### config.mk
export PLATFORM = sky130hd
export DESIGN_NAME = reduce_rr_sched
export DESIGN_NICKNAME = d
export VERILOG_FILES = /design/src/rtl/reduce_rr_sched.sv
export SDC_FILE = /design/constraint.sdc
export NUM_CORES = 1
export LEC_CHECK = 0
export ABC_AREA = 1
export BUFFER_PORTS_ARGS = -buffer_cell sky130_fd_sc_hd__buf_2
export CORE_AREA = 2 2 119 121
export DETAILED_ROUTE_END_ITERATION = 12
export DIE_AREA = 0 0 121 123
export PLACE_DENSITY = 0.89
export SLEW_MARGIN = 20
export SYNTH_ARGS = -nofsm -noshare
export SYNTH_HDL_FRONTEND = slang
export SYNTH_SLANG_ARGS = --single-unit
### constraint.sdc
create_clock -name clk_i -period 2.2 [get_ports clk_i]
set_input_delay 0.44 -clock clk_i [delete_from_list [all_inputs] [get_ports clk_i]]
set_output_delay 0.44 -clock clk_i [all_outputs]
set_load 0.02 [all_outputs]
### src/rtl/reduce_rr_sched.sv
// Round-robin front end that shares one variable-latency modular-reduction core
// between NUM_REQ requesters, with a watchdog that retires a hung core transaction.
module reduce_rr_sched #(
  parameter int NUM_REQ        = 4,
  parameter int DATA_LENGTH    = 32,
  parameter int MODULUS        = 3329,
  parameter int MODULUS_LENGTH = 12,
  parameter int TIMEOUT_CYCLES = 64
) (
  input  logic                           clk_i,
  input  logic                           rst_i,
  input  logic [NUM_REQ-1:0]             req_i,
  input  logic [NUM_REQ*DATA_LENGTH-1:0] x_i,
  output logic [NUM_REQ-1:0]             gnt_o,
  output logic [NUM_REQ-1:0]             rsp_valid_o,
  output logic [DATA_LENGTH-1:0]         rsp_data_o,
  output logic                           rsp_err_o,
  output logic                           busy_o,
  output logic                           core_start_o,
  output logic [DATA_LENGTH-1:0]         core_x_o,
  output logic [DATA_LENGTH-1:0]         core_m_o,
  output logic [DATA_LENGTH-1:0]         core_m_bl_o,
  input  logic [DATA_LENGTH-1:0]         core_result_i,
  input  logic                           core_valid_i
);
  localparam int IW = (NUM_REQ > 1) ? $clog2(NUM_REQ) : 1;
  localparam int WW = $clog2(TIMEOUT_CYCLES);

  typedef enum logic [1:0] {IDLE, ISSUE, WAIT, RESP} state_t;

  state_t                 state_q, state_d;
  logic [IW-1:0]          last_q, last_d, sel_q, sel_d, pick;
  logic [WW-1:0]          wd_q, wd_d;
  logic [DATA_LENGTH-1:0] res_q, res_d, rsp_data_q, rsp_data_d, x_q, x_d;
  logic                   err_q, err_d, rsp_err_q, rsp_err_d;
  logic                   busy_q, busy_d, start_q, start_d, found;
  logic [NUM_REQ-1:0]     gnt_q, gnt_d, rsp_valid_q, rsp_valid_d;
  logic [DATA_LENGTH-1:0] x_arr [NUM_REQ];
  int                     idx;

  for (genvar g = 0; g < NUM_REQ; g++) begin : g_unpack
    assign x_arr[g] = x_i[g*DATA_LENGTH +: DATA_LENGTH];
  end

  // Scan starts just after the last served requester, so it becomes lowest priority.
  always_comb begin
    pick  = '0;
    found = 1'b0;
    idx   = 0;
    for (int i = 1; i <= NUM_REQ; i++) begin
      idx = int'(last_q) + i;
      if (idx >= NUM_REQ) idx = idx - NUM_REQ;
      if (!found && req_i[IW'(idx)]) begin
        found = 1'b1;
        pick  = IW'(idx);
      end
    end
  end

  always_comb begin
    state_d     = state_q;
    last_d      = last_q;
    sel_d       = sel_q;
    wd_d        = wd_q;
    res_d       = res_q;
    err_d       = err_q;
    x_d         = x_q;
    gnt_d       = '0;
    rsp_valid_d = '0;
    rsp_data_d  = rsp_data_q;
    rsp_err_d   = rsp_err_q;
    start_d     = 1'b0;
    case (state_q)
      IDLE: if (found) begin
        x_d        = x_arr[pick];
        gnt_d[pick] = 1'b1;
        sel_d      = pick;
        state_d    = ISSUE;
      end
      ISSUE: begin
        start_d = 1'b1;
        wd_d    = '0;
        state_d = WAIT;
      end
      WAIT: begin
        // A valid pulse on the expiry cycle still counts as a good result.
        if (core_valid_i) begin
          res_d   = core_result_i;
          err_d   = 1'b0;
          state_d = RESP;
        end else if (wd_q == WW'(TIMEOUT_CYCLES-2)) begin
          res_d   = '0;
          err_d   = 1'b1;
          state_d = RESP;
        end else begin
          wd_d = wd_q + 1'b1;
        end
      end
      RESP: begin
        rsp_valid_d[sel_q] = 1'b1;
        rsp_data_d         = res_q;
        rsp_err_d          = err_q;
        last_d             = sel_q;
        state_d            = IDLE;
      end
      default: state_d = IDLE;
    endcase
    busy_d = (state_d != IDLE);
  end

  always_ff @(posedge clk_i) begin
    if (rst_i) begin
      state_q     <= IDLE;
      last_q      <= IW'(NUM_REQ-1);
      sel_q       <= '0;
      wd_q        <= '0;
      res_q       <= '0;
      err_q       <= 1'b0;
      x_q         <= '0;
      gnt_q       <= '0;
      rsp_valid_q <= '0;
      rsp_data_q  <= '0;
      rsp_err_q   <= 1'b0;
      busy_q      <= 1'b0;
      start_q     <= 1'b0;
    end else begin
      state_q     <= state_d;
      last_q      <= last_d;
      sel_q       <= sel_d;
      wd_q        <= wd_d;
      res_q       <= res_d;
      err_q       <= err_d;
      x_q         <= x_d;
      gnt_q       <= gnt_d;
      rsp_valid_q <= rsp_valid_d;
      rsp_data_q  <= rsp_data_d;
      rsp_err_q   <= rsp_err_d;
      busy_q      <= busy_d;
      start_q     <= start_d;
    end
  end

  assign gnt_o        = gnt_q;
  assign rsp_valid_o  = rsp_valid_q;
  assign rsp_data_o   = rsp_data_q;
  assign rsp_err_o    = rsp_err_q;
  assign busy_o       = busy_q;
  assign core_start_o = start_q;
  assign core_x_o     = x_q;
  assign core_m_o     = DATA_LENGTH'(MODULUS);
  assign core_m_bl_o  = DATA_LENGTH'(MODULUS_LENGTH);
endmodule

# == Yosys cells after proc, flatten, opt, wreduce, memory -nomap -nowiden ==
# Index checks and enable logic that the tools add are counted.
# totals
ff_bits,120
input_bits,167
out_inout_bits,139
elab_cells,105
# classes
n_addsub,9
order_cmp,13
eq_ne,6
n_mux,43
bitwise,4
n_reduce_logical,17
# op_table
op,n
two-way mux 32 bit,4
binary-select mux 32 bit (select 2 bit),1
two-way mux 2 bit,11
two-way mux 1 bit,17
"< comparator 2 x 4 -> 1 bit, second input constant",4
"greater-or-equal comparator 3 bit, second input constant",4
two-way mux 6 bit,2
one-hot mux 6 bit (2 select lines),1
binary-select mux 1 bit (select 2 bit),4
one-hot mux 2 bit (4 select lines),1
"subtractor 2 x 1 -> 2 bit, second input constant",4
"adder 2 x 2 -> 3 bit, second input constant",2
"adder 6 x 1 -> 6 bit, second input constant",1
"equality test 6 bit, second input constant",1
"< comparator 2 x 3 -> 1 bit, second input constant",2
nonzero test 2 bit,3
logical AND 1 bit,5
"adder 2 x 3 -> 4 bit, second input constant",1
demux 1 bit (select 2 bit),2
"equality test 2 bit, second input constant",2
"greater-or-equal comparator 2 x 1 -> 1 bit, second input constant",2
"greater-or-equal comparator 4 x 3 -> 1 bit, second input constant",1
"inequality test 2 bit, second input constant",2
AND reduction 2 bit,2
other kinds (9),13

# == Logic depth before layout (Yosys ltp) ==
# depth
ltp_word,20
depth_mapped,16
ltp_nobuf,14

# == Least setup slack after synthesis ==
# No wires, ideal clock.
# synth_path
path_kind,reg-to-reg
from,register last_q[0]
to,register x_q[24] (netlist: core_x_o[24])
setup_ns,0.119
t_arrival_ns,1.660
t_required_ns,2.081
setup_slack_ns,0.421
path_stages_with_launch,17
path_buffers,3
synth_period_minus_slack_ns,1.779
path_cell_list,dfxtp_1 -> buf_6 -> inv_4 -> nand2_2 -> nand2_2 -> nand2_1 -> nand2_2 -> nor2_8 -> nand2_2 -> nor2_4 -> nor2_8 -> buf_6 -> buf_6 -> nand3_2 -> nand3_2 -> nor2_2 -> nor2_2
# synth_between
elab_chain_len,20
word_cells_on_any_way,47
cone_classes,8 x add/sub; 4 x order compare; 27 x mux; 1 x bitwise; 7 x reduce/logical
# synth_lines
element,line_no,rtl
start: declaration,32,"logic [IW-1:0] last_q, last_d, sel_q, sel_d, pick;"
start signal: assignment,114,last_q <= IW'(NUM_REQ-1);
start signal: assignment,128,last_q <= last_d;
adder 2 x 1 -> 3 bit,51,idx = int'(last_q) + i;
greater-or-equal comparator 3 bit / subtractor 2 x 1 -> 2 bit (equally long branches),52,if (idx >= NUM_REQ) idx = idx - NUM_REQ;
two-way mux 2 bit,52,
binary-select mux 1 bit (select 2 bit),53,if (!found && req_i[IW'(idx)]) begin
two-way mux 1 bit (implied by the code) (2 in a row),53,
two-way mux 1 bit,53,
logical NOT 1 bit,53,
logical AND 1 bit,53,
[2 not listed],-,
logical AND 1 bit,53,
two-way mux 1 bit,53,
logical NOT 1 bit,53,
logical AND 1 bit,53,
two-way mux 2 bit,53,
inverter 2 -> 3 bit (implied by the code),75,x_d = x_arr[pick];
binary-select mux 32 bit (select 2 bit),75,
two-way mux 32 bit (implied by the code) (2 in a row),75,
end signal: assignment,119,x_q <= '0;
end signal: assignment,133,x_q <= x_d;
end: declaration,34,"logic [DATA_LENGTH-1:0] res_q, res_d, rsp_data_q, rsp_data_d, x_q, x_d;"
# Several ways; a longest one is shown, not always the timed one. The select of a mux whose other input is x is not followed.
# A chain may end at the register's enable or synchronous reset.

# == Worst setup path in the final report ==
# layout_path
from,register last_q[0]
to,register x_q[9] (netlist: core_x_o[9])
# The elaborated chain is that of the path after synthesis.

==> results.md <==
- The routed wire length on met2 is 8660 um.
- The final design area excluding fillers is 0.00799 sq mm.
- Setup violations remaining at the end of the flow were counted as 0.
- For the worst setup path, the data arrival time is 2360 ps.
- Sorting the synthesized cells by area gives the leading types as sky130_fd_sc_hd__dfxtp_1 (38%), sky130_fd_sc_hd__nand3_1 (9.6%), sky130_fd_sc_hd__nand2_1 (8.8%).
- The number of global-route vias before repair was 5,807.
- Of all cell types, the one taking the most synthesized area is sky130_fd_sc_hd__dfxtp_1.
- Cells fill 58.7% of the core in the end.
- Along the worst hold path, the cell count comes to 3.
- Summing all multi-input logic gate instances after layout gives between 0.003 and 0.004 sq mm.
- Counting I/O delays and the setup requirement, the final critical path takes 2010 ps.
- The worst hold path terminates at res_q[28].
- The number of antenna violations at the first check in global routing came to 3.
- The maximum number of pins on one net before global-route repair is 57.
- The detailed-placement wirelength estimate is roughly 13,000 um.
- At the later pin of the worst-skew pair, clock insertion delay measures 410 ps.
- Counting every sink on the clock net gives 120.
- Counting cells, the worst reg-to-reg path comes to 14.
- Input and output buffers added on the ports amount to 241.
- The met3 wire length is 1850 um.
- The boundary pin count is about 310.
- The number of gates given a new drive strength after cts is 0.
- The synthesized netlist contains 33 unique library cells.
- The effective utilization at floorplan is 45.9%.
- The row count is 43.
- Dividing the detail-routed wire length by the instance count gives 14.5 um.
- The number of failing hold endpoints at the final stage was 0.
- The final worst slack is approximately 190 ps.
- The flow ran to the end, and the final reports show no timing, DRC or antenna violations.
- For this run, design rule violations remaining after detail routing come to 0.
- The largest fanout of any net on the critical path is 14.
- Across the run, the number of max-cap violations was 0.
- The sequential fraction of the synthesis area is 38.4%.
- The number of levels the H-tree was split into is 4.
- After the first detailed-routing iteration, the DRC count stood at 540.
- The element type at the critical path end is a flip-flop.
- Across all register-to-register paths, the minimum setup slack is approximately 190 ps.
- The most frequently used flop master after synthesis is sky130_fd_sc_hd__dfxtp_1.
- The total via count in the routed design is 6,420.
- Measured against its own limit, the worst slew margin works out to 54.4%.
- The topmost layer with routed signal wires is met4.
- The post-CTS setup buffer count is 0.
- The area overhead of the layout relative to synthesis is 27.8%.
- The final layout contains routed wiring with a total length of 18,500 um.
- The number of buffers created by CTS is 17.
- The core region area is 0.0136 sq mm.
- The area of the mapped netlist is 0.00625 sq mm.
- Prior to clock tree synthesis, the placed netlist has a worst setup slack of about 63 ps.
- In this run the deepest clock path goes through 2 buffers.
- The number of inserted filler cells in the final layout is ~1,300.
- The residual antenna-violating net count after detailed routing is 0.
- The final number of max-transition violations is 0.
- For this design the static power due to leakage is 3.85 nW.
- The first global-routing pass estimated 28,300 um of wire.
- For the pin with the worst max-slew slack, the measured transition is 683 ps.
- The CTS tree is yes.
- The hold buffer count at CTS is 0.
- Summed over all layers, the global routing overflow is 0.
- Clock-pin slew was measured on the worst setup and hold paths at 60 ps.
- The pre-antenna-repair detailed-routing pass consisted of 5 iterations.
- In this run the horizontal extent of the chip is roughly 120 um.
- The nature of the critical path startpoint is a flip-flop.
- The share of the synthesized area in the top cell type is a little under 40%.
- The endpoint of the lowest-slack register-to-register path is core_x_o[9].
- Hold is met by 277 ps.
- The number of nets in the layout is 1,250.
- For this run, the number of Yosys warnings is 0.
- The die covers 0.0149 sq mm.
- The post-route clock skew is 6.41 ps.
- The source of the worst register-to-register timing path is last_q[0].
- The routed length on met1 is around 7400 um.
- In this run, synthesis inferred 0 flip-flops with an integrated enable.
- Counting flops and latches in the post-synthesis netlist gives between 100 and 150.
- Dividing the detail-routed via count by the number of cells gives 5.03.
- The worst-case IR drop observed on VDD is 497 uV.
- Data on the critical path is required at its endpoint by 2550 ps.
- The worst hold path begins at core_result_i[28].
- Counting every instance in the synthesized netlist gives 860.
- Counting flops with an async set or reset pin after synthesis yields a share of 0%.
- Global routing used 24.4% of the available tracks.
- The area used by sequential logic in the layout is 0.00240 sq mm.
- The die is approximately 120 um tall.
- The power density normalized to cell area is 1080 mW/mm^2.
- The critical setup path kind is reg2reg.
- The highest clock rate is 0.497 GHz.
- The final RePlAce weighted congestion is around 0.95.
- The average cell area after synthesis is 7.27 sq um.
- The fraction of final layout cells sized beyond drive strength 1 is 33.6%.
- The placed standard-cell area is about 0.0073 sq mm.
- After layout, the worst path uses a little over 90% of the clock period.
- The kind of path behind the tightest hold check is in2reg.
- The cell sitting at the root of the clock tree is a sky130_fd_sc_hd__clkbuf_16.
-- flip-flops by register name, indices dropped and copies added, names as in the netlist, 2 cells and up --
name and count:
rsp_data_o 32, core_x_o 32, state_q 2, gnt_o 4
rsp_valid_o 4, res_q 32, last_q 2, wd_q 6
sel_q 2
-- critical path, cell delays in order, from the launching register on --
cell and delay (ps):
sky130_fd_sc_hd__dfxtp_2 440, sky130_fd_sc_hd__inv_4 90, sky130_fd_sc_hd__nand2_1 70, sky130_fd_sc_hd__nand2_1 90, sky130_fd_sc_hd__nand2_2 120, sky130_fd_sc_hd__nand2_4 80
sky130_fd_sc_hd__inv_2 70, sky130_fd_sc_hd__nand2_2 60, sky130_fd_sc_hd__nand2_4 70, sky130_fd_sc_hd__nand3_4 180, sky130_fd_sc_hd__nor2_4 380, sky130_fd_sc_hd__nand2_1 100
sky130_fd_sc_hd__nand2_1 80, sky130_fd_sc_hd__nor2_1 50, sky130_fd_sc_hd__nor2_1 70
-- cells by family (layout without fill, tap and decap cells) --
| logic type | after synthesis | count (layout) | synth area share (%) |
|---|---|---|---|
| compound gates | 115 | 115 | 9.53 |
| fa+ha+maj | 2 | 2 | 0.400 |
| buf+inv | 144 | 316 | 14.6 |
| flops | 120 | 120 | 38.4 |
| other cells | 2 | 67 | 0.120 |
| simple gates | 477 | 477 | 37.0 |
-- stage by stage --
step                      std cells  power, mW  setup TNS, ps
after floorplan                 922       4.91              0
after global placement         1242       5.60              0
after detailed placement       1242       5.64              0
after CTS                      1274       8.62              0
after global routing           1274       9.07          -2.23
final                          1277       8.60              0
-- area by class of cell --
class	instances	share of cell area, %
clock buffers	19	5.54
well taps	180	2.82
repair buffers	261	18.2
flip-flops and latches	120	30.1
inverters	23	1.11
diodes	3	0.0939
clock inverters	13	2.41
multi-input cells	658	39.8
-- worst max-delay path by stage --
stage	cells after the start	endpoint	startpoint
after floorplan	16	core_x_o[24]	last_q[0]
after global placement	15	core_x_o[5]	last_q[0]
after detailed placement	15	core_x_o[5]	last_q[0]
after CTS	15	core_x_o[5]	last_q[0]
after global routing	14	core_x_o[25]	last_q[0]
final	14	core_x_o[9]	last_q[0]
-- metal layers --
metal  GRT usage [%]  up-vias
li1                -     3144
met1            29.6     2906
met2            39.5      323
met3            7.93       47
met4            11.2        0
met5               0        -
-- synthesized netlist by cell type, types with 13 or more instances --
cell type / count
sky130_fd_sc_hd__clkbuf_1: 23
sky130_fd_sc_hd__nand2_1: 147
sky130_fd_sc_hd__nand3_2: 31
sky130_fd_sc_hd__nand2_2: 13
sky130_fd_sc_hd__dfxtp_1: 120
sky130_fd_sc_hd__nor2_1: 135
sky130_fd_sc_hd__a21oi_1: 38
sky130_fd_sc_hd__nand3_1: 120
sky130_fd_sc_hd__inv_1: 17
sky130_fd_sc_hd__buf_4: 70
sky130_fd_sc_hd__o21ai_0: 64
-- where the power goes --
group | switching, mW | total [mW] | internal [mW]
combinational | 1.97 | 2.99 | 1.02
sequential | 0.163 | 2.65 | 2.48
clock | 1.03 | 2.96 | 1.94
-- cell usage in the layout, fill, tap and decap left out, types with 4 or more instances in the layout --
cell	count
sky130_fd_sc_hd__clkbuf_16	17
sky130_fd_sc_hd__nor3_1	7
sky130_fd_sc_hd__a21oi_1	38
sky130_fd_sc_hd__buf_12	7
sky130_fd_sc_hd__nand2_2	14
sky130_fd_sc_hd__nor2_1	133
sky130_fd_sc_hd__nand3_2	31
sky130_fd_sc_hd__bufinv_16	4
sky130_fd_sc_hd__dfxtp_1	118
sky130_fd_sc_hd__nand3_1	120
sky130_fd_sc_hd__conb_1	64
sky130_fd_sc_hd__nand2_1	146
sky130_fd_sc_hd__nor2_2	12
sky130_fd_sc_hd__inv_1	16
sky130_fd_sc_hd__o21ai_1	5
sky130_fd_sc_hd__buf_2	241
sky130_fd_sc_hd__o21ai_0	64
sky130_fd_sc_hd__buf_4	11
sky130_fd_sc_hd__inv_2	6
(Power assumes the default switching activity.)
